`config.mk`:
```
export PLATFORM = sky130hd
export DESIGN_NAME = hazard_controller
export DESIGN_NICKNAME = d
export VERILOG_FILES = /design/src/rtl/hazard_controller.sv
export SDC_FILE = /design/constraint.sdc
export NUM_CORES = 1
export LEC_CHECK = 0
export CAP_MARGIN = 20
export CORE_MARGIN = 10
export CORE_UTILIZATION = 40
export DETAILED_ROUTE_END_ITERATION = 10
export PLACE_DENSITY_LB_ADDON = 0.05
export SLEW_MARGIN = 20
export SYNTH_ARGS = -nofsm -noshare
export SYNTH_HDL_FRONTEND = slang
export SYNTH_SLANG_ARGS = --single-unit
export TNS_END_PERCENT = 50
```
`constraint.sdc`:
```
create_clock -name clk -period 2.2 [get_ports clk]
set_clock_uncertainty 0.2 [all_clocks]
set_input_delay 0.22 -clock clk [delete_from_list [all_inputs] [get_ports clk]]
set_output_delay 0.22 -clock clk [all_outputs]
set_load 0.01 [all_outputs]
```
`src/rtl/hazard_controller.sv`:
```
// Purpose: pipeline hazard/sequencing control - E-stage forwarding selects, load-use and mul/div stalls, branch flushes, perf counters.
// Latency: forwarding, stall and flush outputs are combinational from the current stage fields; counters and mul/div state update on the next edge.
// Backpressure: a load-use hazard holds F/D for one cycle; a mul/div op holds F/D/E for MD_LATENCY-1 cycles; a taken branch never stalls.
module hazard_controller #(
   parameter int MD_LATENCY = 4,
   parameter int CNT_W      = 32
) (
   input  logic             clk,
   input  logic             reset,
   input  logic [4:0]       Rs1D,
   input  logic [4:0]       Rs2D,
   input  logic [4:0]       Rs1E,
   input  logic [4:0]       Rs2E,
   input  logic [4:0]       RdE,
   input  logic [4:0]       RdM,
   input  logic [4:0]       RdW,
   input  logic             RegWriteM,
   input  logic             RegWriteW,
   input  logic             ResultSrcE0,
   input  logic             PCSrcE,
   input  logic             MulDivE,
   output logic [1:0]       ForwardAE,
   output logic [1:0]       ForwardBE,
   output logic             StallF,
   output logic             StallD,
   output logic             StallE,
   output logic             FlushD,
   output logic             FlushE,
   output logic             MdBusy,
   output logic [CNT_W-1:0] StallCount,
   output logic [CNT_W-1:0] FlushCount
);

   typedef enum logic [1:0] {
      MD_IDLE = 2'd0,
      MD_BUSY = 2'd1,
      MD_DONE = 2'd2
   } md_state_t;

   // A single-cycle op needs no sequencing; a two-cycle op skips BUSY entirely.
   localparam bit         MD_ENABLE = (MD_LATENCY > 1);
   localparam bit         MD_SHORT  = (MD_LATENCY == 2);
   // BUSY is entered after the start cycle and left one cycle before DONE,
   // so the counter covers the remaining MD_LATENCY-3 stall cycles.
   localparam int         BUSY_LOAD = (MD_LATENCY > 3) ? (MD_LATENCY - 3) : 0;
   localparam logic [3:0] CNT_LOAD  = 4'(BUSY_LOAD);

   localparam logic [CNT_W-1:0] CNT_MAX = '1;
   localparam logic [CNT_W-1:0] CNT_ONE = CNT_W'(1);

   md_state_t  state;
   md_state_t  state_next;
   logic [3:0] cnt;
   logic [3:0] cnt_next;
   logic       md_start;
   logic       md_stall;
   logic       lw_stall;

   // Select source for one E operand; the younger M result beats W, and x0 is never forwarded.
   function automatic logic [1:0] fwd_select(
      input logic [4:0] rs,
      input logic [4:0] rd_m,
      input logic       wr_m,
      input logic [4:0] rd_w,
      input logic       wr_w
   );
      logic [1:0] sel;
      sel = 2'b00;
      if (wr_m && (rd_m == rs) && (rs != 5'd0)) begin
         sel = 2'b10;
      end else if (wr_w && (rd_w == rs) && (rs != 5'd0)) begin
         sel = 2'b01;
      end
      return sel;
   endfunction

   // Forwarding muxes stay live through reset since they carry no state.
   always_comb begin
      ForwardAE = fwd_select(Rs1E, RdM, RegWriteM, RdW, RegWriteW);
      ForwardBE = fwd_select(Rs2E, RdM, RegWriteM, RdW, RegWriteW);
   end

   // Load in E whose destination is a source of the instruction in D.
   always_comb begin
      lw_stall = ResultSrcE0 && (RdE != 5'd0) && ((RdE == Rs1D) || (RdE == Rs2D));
   end

   // Mul/div sequencer next-state; a branch resolving in the same cycle suppresses the start.
   always_comb begin
      state_next = state;
      cnt_next   = cnt;
      md_start   = 1'b0;
      md_stall   = 1'b0;
      case (state)
         MD_IDLE: begin
            md_start = MD_ENABLE && MulDivE && !PCSrcE;
            if (md_start) begin
               if (MD_SHORT) begin
                  state_next = MD_DONE;
               end else begin
                  state_next = MD_BUSY;
                  cnt_next   = CNT_LOAD;
               end
            end
         end
         MD_BUSY: begin
            if (cnt == 4'd0) begin
               state_next = MD_DONE;
            end else begin
               cnt_next = cnt - 4'd1;
            end
         end
         MD_DONE: begin
            // The finishing op is still visible in E here; ignore MulDivE so it is not restarted.
            state_next = MD_IDLE;
         end
         default: begin
            state_next = MD_IDLE;
            cnt_next   = 4'd0;
         end
      endcase
      md_stall = md_start || (state == MD_BUSY);
   end

   // Sequencer state register; reset aborts any op in flight.
   always_ff @(posedge clk) begin
      if (reset) begin
         state <= MD_IDLE;
         cnt   <= 4'd0;
      end else begin
         state <= state_next;
         cnt   <= cnt_next;
      end
   end

   // Pipeline controls, all quiet while reset is held.
   always_comb begin
      StallF = 1'b0;
      StallD = 1'b0;
      StallE = 1'b0;
      FlushD = 1'b0;
      FlushE = 1'b0;
      MdBusy = 1'b0;
      if (!reset) begin
         StallF = lw_stall || md_stall;
         StallD = lw_stall || md_stall;
         StallE = md_stall;
         FlushD = PCSrcE;
         FlushE = lw_stall || PCSrcE;
         MdBusy = md_stall;
      end
   end

   // Saturating event counters for stall and flush cycles.
   always_ff @(posedge clk) begin
      if (reset) begin
         StallCount <= '0;
         FlushCount <= '0;
      end else begin
         if (StallF && (StallCount != CNT_MAX)) begin
            StallCount <= StallCount + CNT_ONE;
         end
         if ((FlushD || FlushE) && (FlushCount != CNT_MAX)) begin
            FlushCount <= FlushCount + CNT_ONE;
         end
      end
   end

endmodule
```
* After elaboration in Yosys (flattened, before gate mapping)
Index checks and enable logic that the tools add are counted.
** Word-level totals
- Register bits after elaboration :: 70
- Input port bits :: 42
- Output and inout bits :: 74
- Word-level logic and storage cells :: 62
** Cells by class
- Add/subtract/negate cells :: 3
- Eq/ne operators :: 13
- Multiplexer cells :: 15
- Bitwise gates (word level) :: 1
- Reductions and logical operators :: 26
** Operators by type and width (count)
- 32-bit by 1-bit adder with 32-bit output, second input constant :: 2
- 32-bit != test, second input constant :: 2
- 5-bit equality test :: 6
- 5-bit nonzero test :: 3
- 1-bit logical AND :: 13
- 4-bit one-hot mux with 3 select lines :: 1
- 2-bit two-way mux :: 4
- 4-bit two-way mux :: 2
- 1-bit two-way mux :: 7
- 2-bit != test, second input constant :: 3
- 1-bit logical OR :: 5
- 4-bit logical NOT :: 1
- 2-bit one-hot mux with 2 select lines :: 1
- 4-bit by 1-bit subtractor with 4-bit output, second input constant :: 1
- 3-bit AND reduction :: 1
- 2-bit by 1-bit equality test with 1-bit output, second input constant :: 1
- 2-bit equality test, second input constant :: 1
- 2-bit logical NOT :: 1
- 2-bit AND reduction :: 1
- 1-bit logical NOT :: 1
- 1-bit inverter :: 1

* Longest topological paths before layout
- Depth after elaboration :: 7
- Gate-level depth with buffers :: 8
- Depth with buffers taken out :: 8

* Least setup slack after synthesis
OpenSTA, ideal clock, no wires.
- Kind :: register -> register
- From :: register StallCount[20]
- To :: register StallCount[23]
- Setup time :: 0.121 ns
- Data arrival time :: 1.919 ns
- Required time :: 1.879 ns
- Path slack :: -0.040 ns
- Stages on the path, launching flop included :: 8
- Path buffers :: 1
- Period minus slack after synthesis :: 2.240 ns
- Cell sequence :: dfxtp_1 nand4_1 nor2_1 nand4_1 and3_4 buf_6 and3_4 mux2_4
** On the way
- Cells in the longest elaborated chain, start to end :: 2
- Elaborated cells between the ends (all ways) :: 3
- Classes of those cells :: 1 x add/sub; 1 x eq/ne; 1 x reduce/logical
** Ends and longest elaborated chain
- start: declaration :: RTL line 30 : output logic [CNT_W-1:0] StallCount,
- start signal: assignment :: RTL line 161 : StallCount <= StallCount + CNT_ONE;
- branches (longest 2 deep; another with 32-bit by 1-bit adder with 32-bit output)
Several ways; the timed one is not identified.
A chain may end at the register's enable or synchronous reset.

* Worst setup path in the final report
- From :: register StallCount[1]
- To :: register StallCount[28]
Same word-level chain as after synthesis.

==> flow_metrics.tcl <==
set metrics [dict create \
    status "finished with violations" \
    failed_checks "setup timing" \
    reg2reg_slack_ns -0.03 \
    path_clk_slew_ns 0.08 \
    grt_max_degree 42 \
    period_share_pct 102 \
    synth.avg_cell_area_um2 8.20 \
    synth_fa_ha_area_share_pct 0.942 \
    cts_root_buf "clkbuf_8" \
    drt_pass1_iterations 5 \
    synth_cells 486 \
    ys_async_sr_fraction_pct 0 \
    timing.setup.critical_path_class "reg -> reg" \
    via_count 4609 \
    dp_slack_ns -0.541 \
    instances_no_fill 854 \
    clkLatencyLatePin_ns 0.34 \
    ys_warn_count 0 \
    synth_commonest_cells "70 x dfxtp_1, 47 x a21oi_1, 36 x nand2_1" \
    cts_buffers 9 \
    drtAntennaViolNets 0 \
    holdBufCountCts 0 \
    ys_seq_elements 70 \
    portBuffers 115 \
    area_growth_pct 67.2 \
    synth_cell_type_count 50 \
    slew_headroom_pct 67.2 \
    io_pins 116 \
    drive_gt1_share_pct 30.6 \
    setup_viol 2 \
    cts.path.max_buffers 2 \
    synth-main-ff-cell "dfxtp_1" \
    worstPathMaxFanout 2 \
    drv_cap 0 \
    fmax_ghz 0.448 \
    yosysMostFrequentCell "dfxtp_1" \
    die_h_um 120 \
    synth_simple_gate_area_share_pct 32.3 \
    rows 36 \
    dpl.hpwl_um 9960 \
    crit_path_end_kind "register" \
    grt_pass1_vias 4410 \
    synth.top_cell.area_share_pct 35.2 \
    synth_xor_area_share_pct 9.45 \
    place.gp.congestion 0.820 \
    synth_top_family_by_area "simple AND/OR/NAND/NOR gates" \
    via_per_inst 5.40 \
    synth_edf_count 0 \
    grt_overflow 0 \
    drc 0 \
    die_width_um 120 \
    core_region_area_um2 9730 \
    syn_area_um2 3990 \
    synth_compound_area_share_pct 16.8 \
    postLayoutSetupSlackWorst_ns -0.0336 \
    synth_mux_area_share_pct 1.92 \
    dieArea_um2 14400 \
    clock_sinks 70 \
    wl_um 13500 \
    dp.cells 811 \
    grt_pass1_wl_um 20800 \
    hold_viol_final 0 \
    slew_violations 0 \
    worst_pin_slew_ns 0.491 \
    antenna_found_initial 2 \
    wire_per_inst_um 15.8 \
    arrival_ns 2.28 \
    cts_tree "built" \
    min_path_type "in -> reg" \
    rsz0062_at_grt "true" \
    dr.first_iter.drc_count 264 \
    initial_core_util_pct 41.0 \
    fin_nets 760 \
    synth_fp_nets 531 \
    min_period_ns 2.23 \
    synthTopCellsByArea "dfxtp_1 35%, xnor2_1 7.3%, a21oi_1 5.9%" \
    p_leak_uw 0.00246 \
    fin_util_pct 68.5 \
    ir_worst_vdd_mv 0.283 \
    worstPathRequired_ns 2.24 \
    h-tree-depth 3 \
    yosysTopAreaCell "dfxtp_1" \
    worstSetupStartpointType "register" \
    p_per_area_nw_per_um2 441 \
    grt_usage_pct 17.2 \
    yosysSeqAreaShare_pct 35.2 \
]
state kept, by name (all words and copies together) (netlist names):
signal,cells
FlushCount,32
StallCount,32
cnt,4
state,2
worst paths after layout:
path	from	endpoint	depth (start not counted)
max	StallCount[1]$_SDFFE_PP0P_	StallCount[28]$_SDFFE_PP0P_	8
min	reset	FlushCount[1]$_SDFFE_PP0P_	3
max reg2reg	StallCount[1]$_SDFFE_PP0P_	StallCount[28]$_SDFFE_PP0P_	8
min reg2reg	cnt[0]$_SDFFE_PP0P_	cnt[0]$_SDFFE_PP0P_	2
report_power, final:
group | leakage, µW | total, µW | internal (µW) | switching (µW)
logic | 0.00177 | 435 | 238 | 197
clock network | 0.000116 | 1220 | 701 | 515
registers | 0.000573 | 1280 | 1280 | 9.11
total | 0.00246 | 2940 | 2210 | 721
layer usage:
metal	wire, µm	share of wire (%)	GRT usage (%)	vias to the layer above
li1	-	-	-	2270
met1	5470	40	18.7	2189
met2	6950	51	30.9	122
met3	760	5.6	5.25	26
met4	340	2.5	6.41	2
met5	13	0.096	0	-
per-stage QoR:
step | power [µW] | area, µm² | hold slack (ns) | setup TNS [ns]
floorplan | 1490 | 3990 | 0.263 | 0
global placement | 1700 | 5940 | 0.279 | -23.72
detailed placement | 1710 | 5940 | 0.284 | -28.07
CTS | 2930 | 6290 | 0.150 | -0.0146
global route | 3050 | 6660 | 0.167 | -0.978
finish | 2940 | 6660 | 0.157 | -0.0468
critical path, cell delays in order, from the launching register on:
cell	delay (ns)
dfxtp_2	0.36
ha_4	0.13
and3_4	0.18
buf_4	0.12
nor4bb_1	0.33
and4b_1	0.27
and3_1	0.19
nand3_1	0.09
mux2_2	0.27
cells by family after synthesis:
logic type / Yosys count
buf+inv: 30
fa+ha+maj: 3
simple gates: 227
mux: 7
xor+xnor: 43
compound gates: 106
flops: 70
timing repair:
action                                  CTS  global route
setup buffers                            10            12
gates resized for setup                  61            71
gates cloned                              0             4
pin swaps                                18            39
endpoints found under the setup margin   47            45
area by class of cell:
class	instances	area (µm²)
diodes	1	2.50
clock buffers	11	151
clock inverters	5	81.3
fillers	826	3070
inverters	12	45.0
multi-input cells	386	2680
flip-flops and latches	70	1430
well taps	133	166
repair buffers	236	2110
cells in the final DEF, fill, tap and decap left out, types with 8 or more instances in the layout:
cell	instances
xnor2_1	31
dlymetal6s2s_1	9
dlygate4sd2_1	13
dfxtp_2	14
clkbuf_8	11
nand4_1	27
buf_4	107
nor2_1	26
or3_1	30
xor2_1	10
o21ai_0	31
clkdlybuf4s50_1	83
dfxtp_1	54
nor4_1	8
o31ai_1	9
nand2_1	34
inv_1	12
nand3_1	30
buf_6	10
a21oi_1	41
Note: power is estimated with default switching activity, not from simulation.
==> patch 1 (config.mk and constraints unchanged) <==
Encoding of `md_state_t`: now one-hot (3 bits for 3 states).
--- a/src/rtl/hazard_controller.sv
+++ b/src/rtl/hazard_controller.sv
@@ -31,10 +31,10 @@
    output logic [CNT_W-1:0] FlushCount
 );
 
-   typedef enum logic [1:0] {
-      MD_IDLE = 2'd0,
-      MD_BUSY = 2'd1,
-      MD_DONE = 2'd2
+   typedef enum logic [2:0] {
+      MD_IDLE = 3'b001,
+      MD_BUSY = 3'b010,
+      MD_DONE = 3'b100
    } md_state_t;
 
    // A single-cycle op needs no sequencing; a two-cycle op skips BUSY entirely.
Function: no difference found for any inputs over 10 cycles, from zero or initial values and one cycle with reset high; not proved beyond that.
==> patch 1 against the unedited design <==
The run still ends with negative setup slack left; cell area fell by 1.8%; first-iteration DRC count fell by 9.5%; combinational power fell by 9.9%; clock power fell by 22%; power fell by 10%; final cell count fell by 1.4%; sequential share of layout area rose by 0.67 points; synthesized area fell by 3.6%; setup slack got worse by 0.18 ns; sequential cell count rose by 1; wire length fell by 6.2%.
==> patch 1: results (changes against the unedited design) <==
| Metric | Value |
|---|---|
| Outcome | finished, violations left (unchanged) |
| Vias in the first global route | 4183 (was 4410) |
| WL final | 12.70 mm (was 13.53 mm) |
| Internal power | 0.001907 W (was 0.002214 W) |
| DR pass1 iterations | 4 (was 5) |
| Layout cells sized above 1 | 0.3198 (was 0.3056) |
| Top cells by count, synth | 71 x dfxtp_1, 66 x nor2_1, 47 x xnor2_1, 34 x nand2_1, 31 x xor2_1 (was 70 x dfxtp_1, 47 x a21oi_1, 36 x nand2_1, 33 x nand3_1, 33 x xnor2_1) |
| Initial antenna violation count | 0 (was 2) |
| ANT cells | 0 (was 1) |
| Top cells by area, synth | dfxtp_1 37%, xnor2_1 11%, xor2_1 7.1% (was dfxtp_1 35%, xnor2_1 7.3%, a21oi_1 5.9%) |
| Dpl cell area | 5886 um^2 (was 5939 um^2) |
| Syn nets | 514 (was 531) |
| Worst setup margin | -0.2102 ns (was -0.03364 ns) |
| Worst Reg-to-Reg Cells | 9 (was 8) |
| VDD IR max | 0.3670 mV (was 0.2834 mV) |
| Violated checks | negative setup slack (unchanged) |
| DP Cell Count | 803 (was 811) |
| Final setup fails | 23 (was 2) |
| First-pass GRT wire length | 20.36 mm (was 20.83 mm) |
| Worst Path Arrival | 2.44 ns (was 2.28 ns) |
| Leakage | 2.567 nW (was 2.463 nW) |
| Dpl hpwl | 9.367 mm (was 9.956 mm) |
| CP Capture Point | StallCount[20] (was StallCount[28]) |
| Crit Path Max Fanout | 8 (was 2) |
| Rel. slew slack | 0.6445 (was 0.6724) |
[patch 1: final cells by class]
cell class	instances	area (um^2)
fill	815	2745
tap	129	161.4
clock inverter	7	47.55
multi-input combinational	374	2643
clock buffer	9	123.9
sequential	71	1444
timing repair buffer	242	2082
inverter	10	37.54
[patch 1: power groups by stage]
stage               logic [W]  clock network, W  registers, W
floorplan            0.000139                 0       0.00133
global placement     0.000324                 0       0.00132
detailed placement   0.000331                 0       0.00132
CTS                  0.000358          0.000955       0.00129
global route         0.000424           0.00101       0.00130
finish               0.000392          0.000952       0.00129
[patch 1: how the worst min path moves through the flow]
stage / end / cells past startpoint
after floorplan: cnt[1] / 2
after global placement: cnt[3] / 2
after detailed placement: cnt[1] / 2
after CTS: state[0] / 4
after global routing: state[0] / 4
final: state[0] / 4
[patch 1: stage by stage]
step           total power (W)  hold WS [ns]  setup slack, ns    util
2_1_floorplan         0.001465        0.2450         -0.02800       -
3_3_place_gp          0.001648        0.2607          -0.6599  0.6340
3_5_place_dp          0.001656        0.2673          -0.6873  0.6340
4_1_cts               0.002607       0.06046          -0.1867  0.6757
5_1_grt               0.002731        0.1108          -0.2631  0.7043
6_report              0.002638       0.08236          -0.2102  0.7043
[patch 1: kinds of logic (layout without fill, tap and decap cells)]
| group | Yosys count | count (layout) | share of synthesized area |
|---|---|---|---|
| XOR/XNOR | 78 | 78 | 0.1778 |
| AO/OA/AOI/OAI | 49 | 50 | 0.07425 |
| AND/OR/NAND/NOR | 239 | 240 | 0.3302 |
| buffers and inverters | 26 | 268 | 0.03028 |
| flip-flops | 71 | 71 | 0.3699 |
| multiplexers | 3 | 3 | 0.007815 |
| adder cells (fa/ha/maj) | 3 | 3 | 0.009770 |
[patch 1: worst max-delay path: stages (launching register included)]
cell      delay (ns)
dfxtp_2         0.33
and4bb_2        0.33
o21ai_4         0.08
buf_6           0.13
o221a_4         0.17
or4b_4          0.58
buf_4           0.17
nor3_4          0.11
xnor2_1         0.13
nor2_1          0.05
[patch 1: per-layer routing]
metal,up-vias,global-route usage,share of wire
li1,2135,-,-
met1,2051,0.2010,0.42
met2,98,0.2958,0.51
met3,11,0.04412,0.056
met4,0,0.04714,0.012
met5,-,0,0
[patch 1: what timing repair did]
action | CTS | global route
setup buffers | 12 | 8
pin swaps | 31 | 37
setup endpoints to repair | 61 | 70
gates resized for setup | 73 | 61
cloned | 1 | 2
==> patch 2 (same settings) <==
Made on the original files. Change the parameter `CNT_W` from 32 to 24.
--- a/src/rtl/hazard_controller.sv
+++ b/src/rtl/hazard_controller.sv
@@ -3,7 +3,7 @@
 // Backpressure: a load-use hazard holds F/D for one cycle; a mul/div op holds F/D/E for MD_LATENCY-1 cycles; a taken branch never stalls.
 module hazard_controller #(
    parameter int MD_LATENCY = 4,
-   parameter int CNT_W      = 32
+   parameter int CNT_W      = 24
 ) (
    input  logic             clk,
    input  logic             reset,
Ports: changed (resized FlushCount and StallCount); port bits go from 116 to 100. No check against the original RTL was run, so the function may have changed too.
==> patch 2 against the unedited design <==
Wire length down 24%; setup slack improved by 0.040 ns; sequential cell count is 16 lower; cell area fell by 22%; critical path type unchanged; utilization is 2.2 points lower; highest routed layer is now met4; power decreased by 31%; final cell count fell by 23%; fmax is 1.8% higher; via count shrank 22%; sequential power decreased by 22%; synthesized area down 18%.
==> patch 2: results (changes against the unedited design) <==
| Metric | Value |
|---|---|
| Outcome | completed (was finished, violations left) |
| Dpl hpwl | 7.594 mm (was 9.956 mm) |
| Met3 WL | 692 um (was 760 um) |
| Top cells by area, synth | dfxtp_1 33%, xnor2_1 7.5%, a21oi_1 6.3% (was dfxtp_1 35%, xnor2_1 7.3%, a21oi_1 5.9%) |
| Worst r2r src | FlushCount[6] (was StallCount[1]) |
| Layout cells sized above 1 | 0.2522 (was 0.3056) |
| First-pass GRT wire length | 16.49 mm (was 20.83 mm) |
| Met3 Track Usage GR | 0.04063 (was 0.05251) |
| Syn nets | 437 (was 531) |
| Part of the Yosys area used for sequential elements | 0.3317 (was 0.3516) |
| CTS buffer count | 5 (was 9) |
| Post-CTS Setup Bufs | 3 (was 10) |
| Largest net degree at the start of global routing | 41 (was 42) |
| ANT cells | 0 (was 1) |
| Worst skew pair latency | 0.31 ns (was 0.34 ns) |
| Top cells by count, synth | 54 x dfxtp_1, 41 x a21oi_1, 28 x xnor2_1, 25 x nand2_1, 25 x or3_1 (was 70 x dfxtp_1, 47 x a21oi_1, 36 x nand2_1, 33 x nand3_1, 33 x xnor2_1) |
| DR WL/cell | 15.62 um (was 15.84 um) |
| Port-buffer cells | 99 (was 115) |
| Routing usage on met1 | 0.2136 (was 0.1866) |
| Fillers | 674 (was 826) |
| Crit Path Max Fanout | 9 (was 2) |
| WL final | 10.32 mm (was 13.53 mm) |
| Leakage | 1.991 nW (was 2.463 nW) |
| Worst slew pin tran | 0.4415 ns (was 0.4914 ns) |
| Worst path slowest cell | nor4_4 (was dfxtp_2) |
| Initial antenna violation count | 0 (was 2) |
| Initial DRC Count | 195 (was 264) |
| Tot GR Track Use | 0.1630 (was 0.1723) |
| Worst Path Arrival | 2.20 ns (was 2.28 ns) |
| Number of vias per cell | 5.416 (was 5.397) |
| Post-Synthesis Cells | 391 (was 486) |
| Nets | 604 (was 760) |
| H-tree depth | 2 (was 3) |
| Wl on met1 | 4.688 mm (was 5.467 mm) |
| M2 GR Usage | 0.2673 (was 0.3088) |
| WP buf/inv | 2 (was 1) |
| DR pass1 iterations | 4 (was 5) |
| VDD IR max | 0.3198 mV (was 0.2834 mV) |
| Gpl congestion | 0.8507 (was 0.8204) |
| Vias in the first global route | 3424 (was 4410) |
| DP Cell Count | 646 (was 811) |
[patch 2: cells by family (layout without fill, tap and decap cells)]
logic type,Yosys count,count (layout),share of synthesized area
buffers and inverters,29,197,0.05144
AO/OA/AOI/OAI,92,92,0.1747
flip-flops,54,54,0.3317
AND/OR/NAND/NOR,171,171,0.3086
multiplexers,8,8,0.02956
XOR/XNOR,33,33,0.08868
adder cells (fa/ha/maj),4,4,0.01536
[patch 2: worst paths after layout]
kind,endpoint,cells past startpoint,slack [ns]
worst max-delay path,FlushCount[14],8,0.006
worst min-delay path,StallCount[6],3,0.18
worst max register to register,FlushCount[14],8,0.006
worst min register to register,cnt[0],2,0.30
[patch 2: cell type report]
cell class / count / area, um^2 / area share
Multi-Input combinational cell: 308 / 2148 / 0.4151
Timing Repair Buffer: 179 / 1674 / 0.3235
Sequential cell: 54 / 1089 / 0.2103
Tap cell: 102 / 127.6 / 0.02466
Clock buffer: 6 / 82.58 / 0.01596
Inverter: 10 / 37.54 / 0.007253
Clock inverter: 2 / 16.27 / 0.003143
[patch 2: power by group]
group	internal (W)	switching (W)	total [W]	leakage (nW)
registers	0.000991	0.0000105	0.00100	0.439
logic	0.000236	0.000191	0.000427	1.50
clock network	0.000260	0.000341	0.000601	0.0478
[patch 2: stage by stage]
stage	area, um^2	setup slack (ns)
finish	5175	0.005946
floorplan	3261	0.02020
detailed placement	4803	-0.4844
global placement	4803	-0.4521
global route	5175	-0.08854
CTS	4987	-0.004550
[patch 2: worst reg2reg max path, delay by kind of cell (launching register included)]
kind	cells	cell delay (ns)
buffers and inverters	2	0.32
multiplexers	1	0.26
AND/OR/NAND/NOR	3	0.64
AO/OA/AOI/OAI	2	0.31
flip-flops	1	0.37
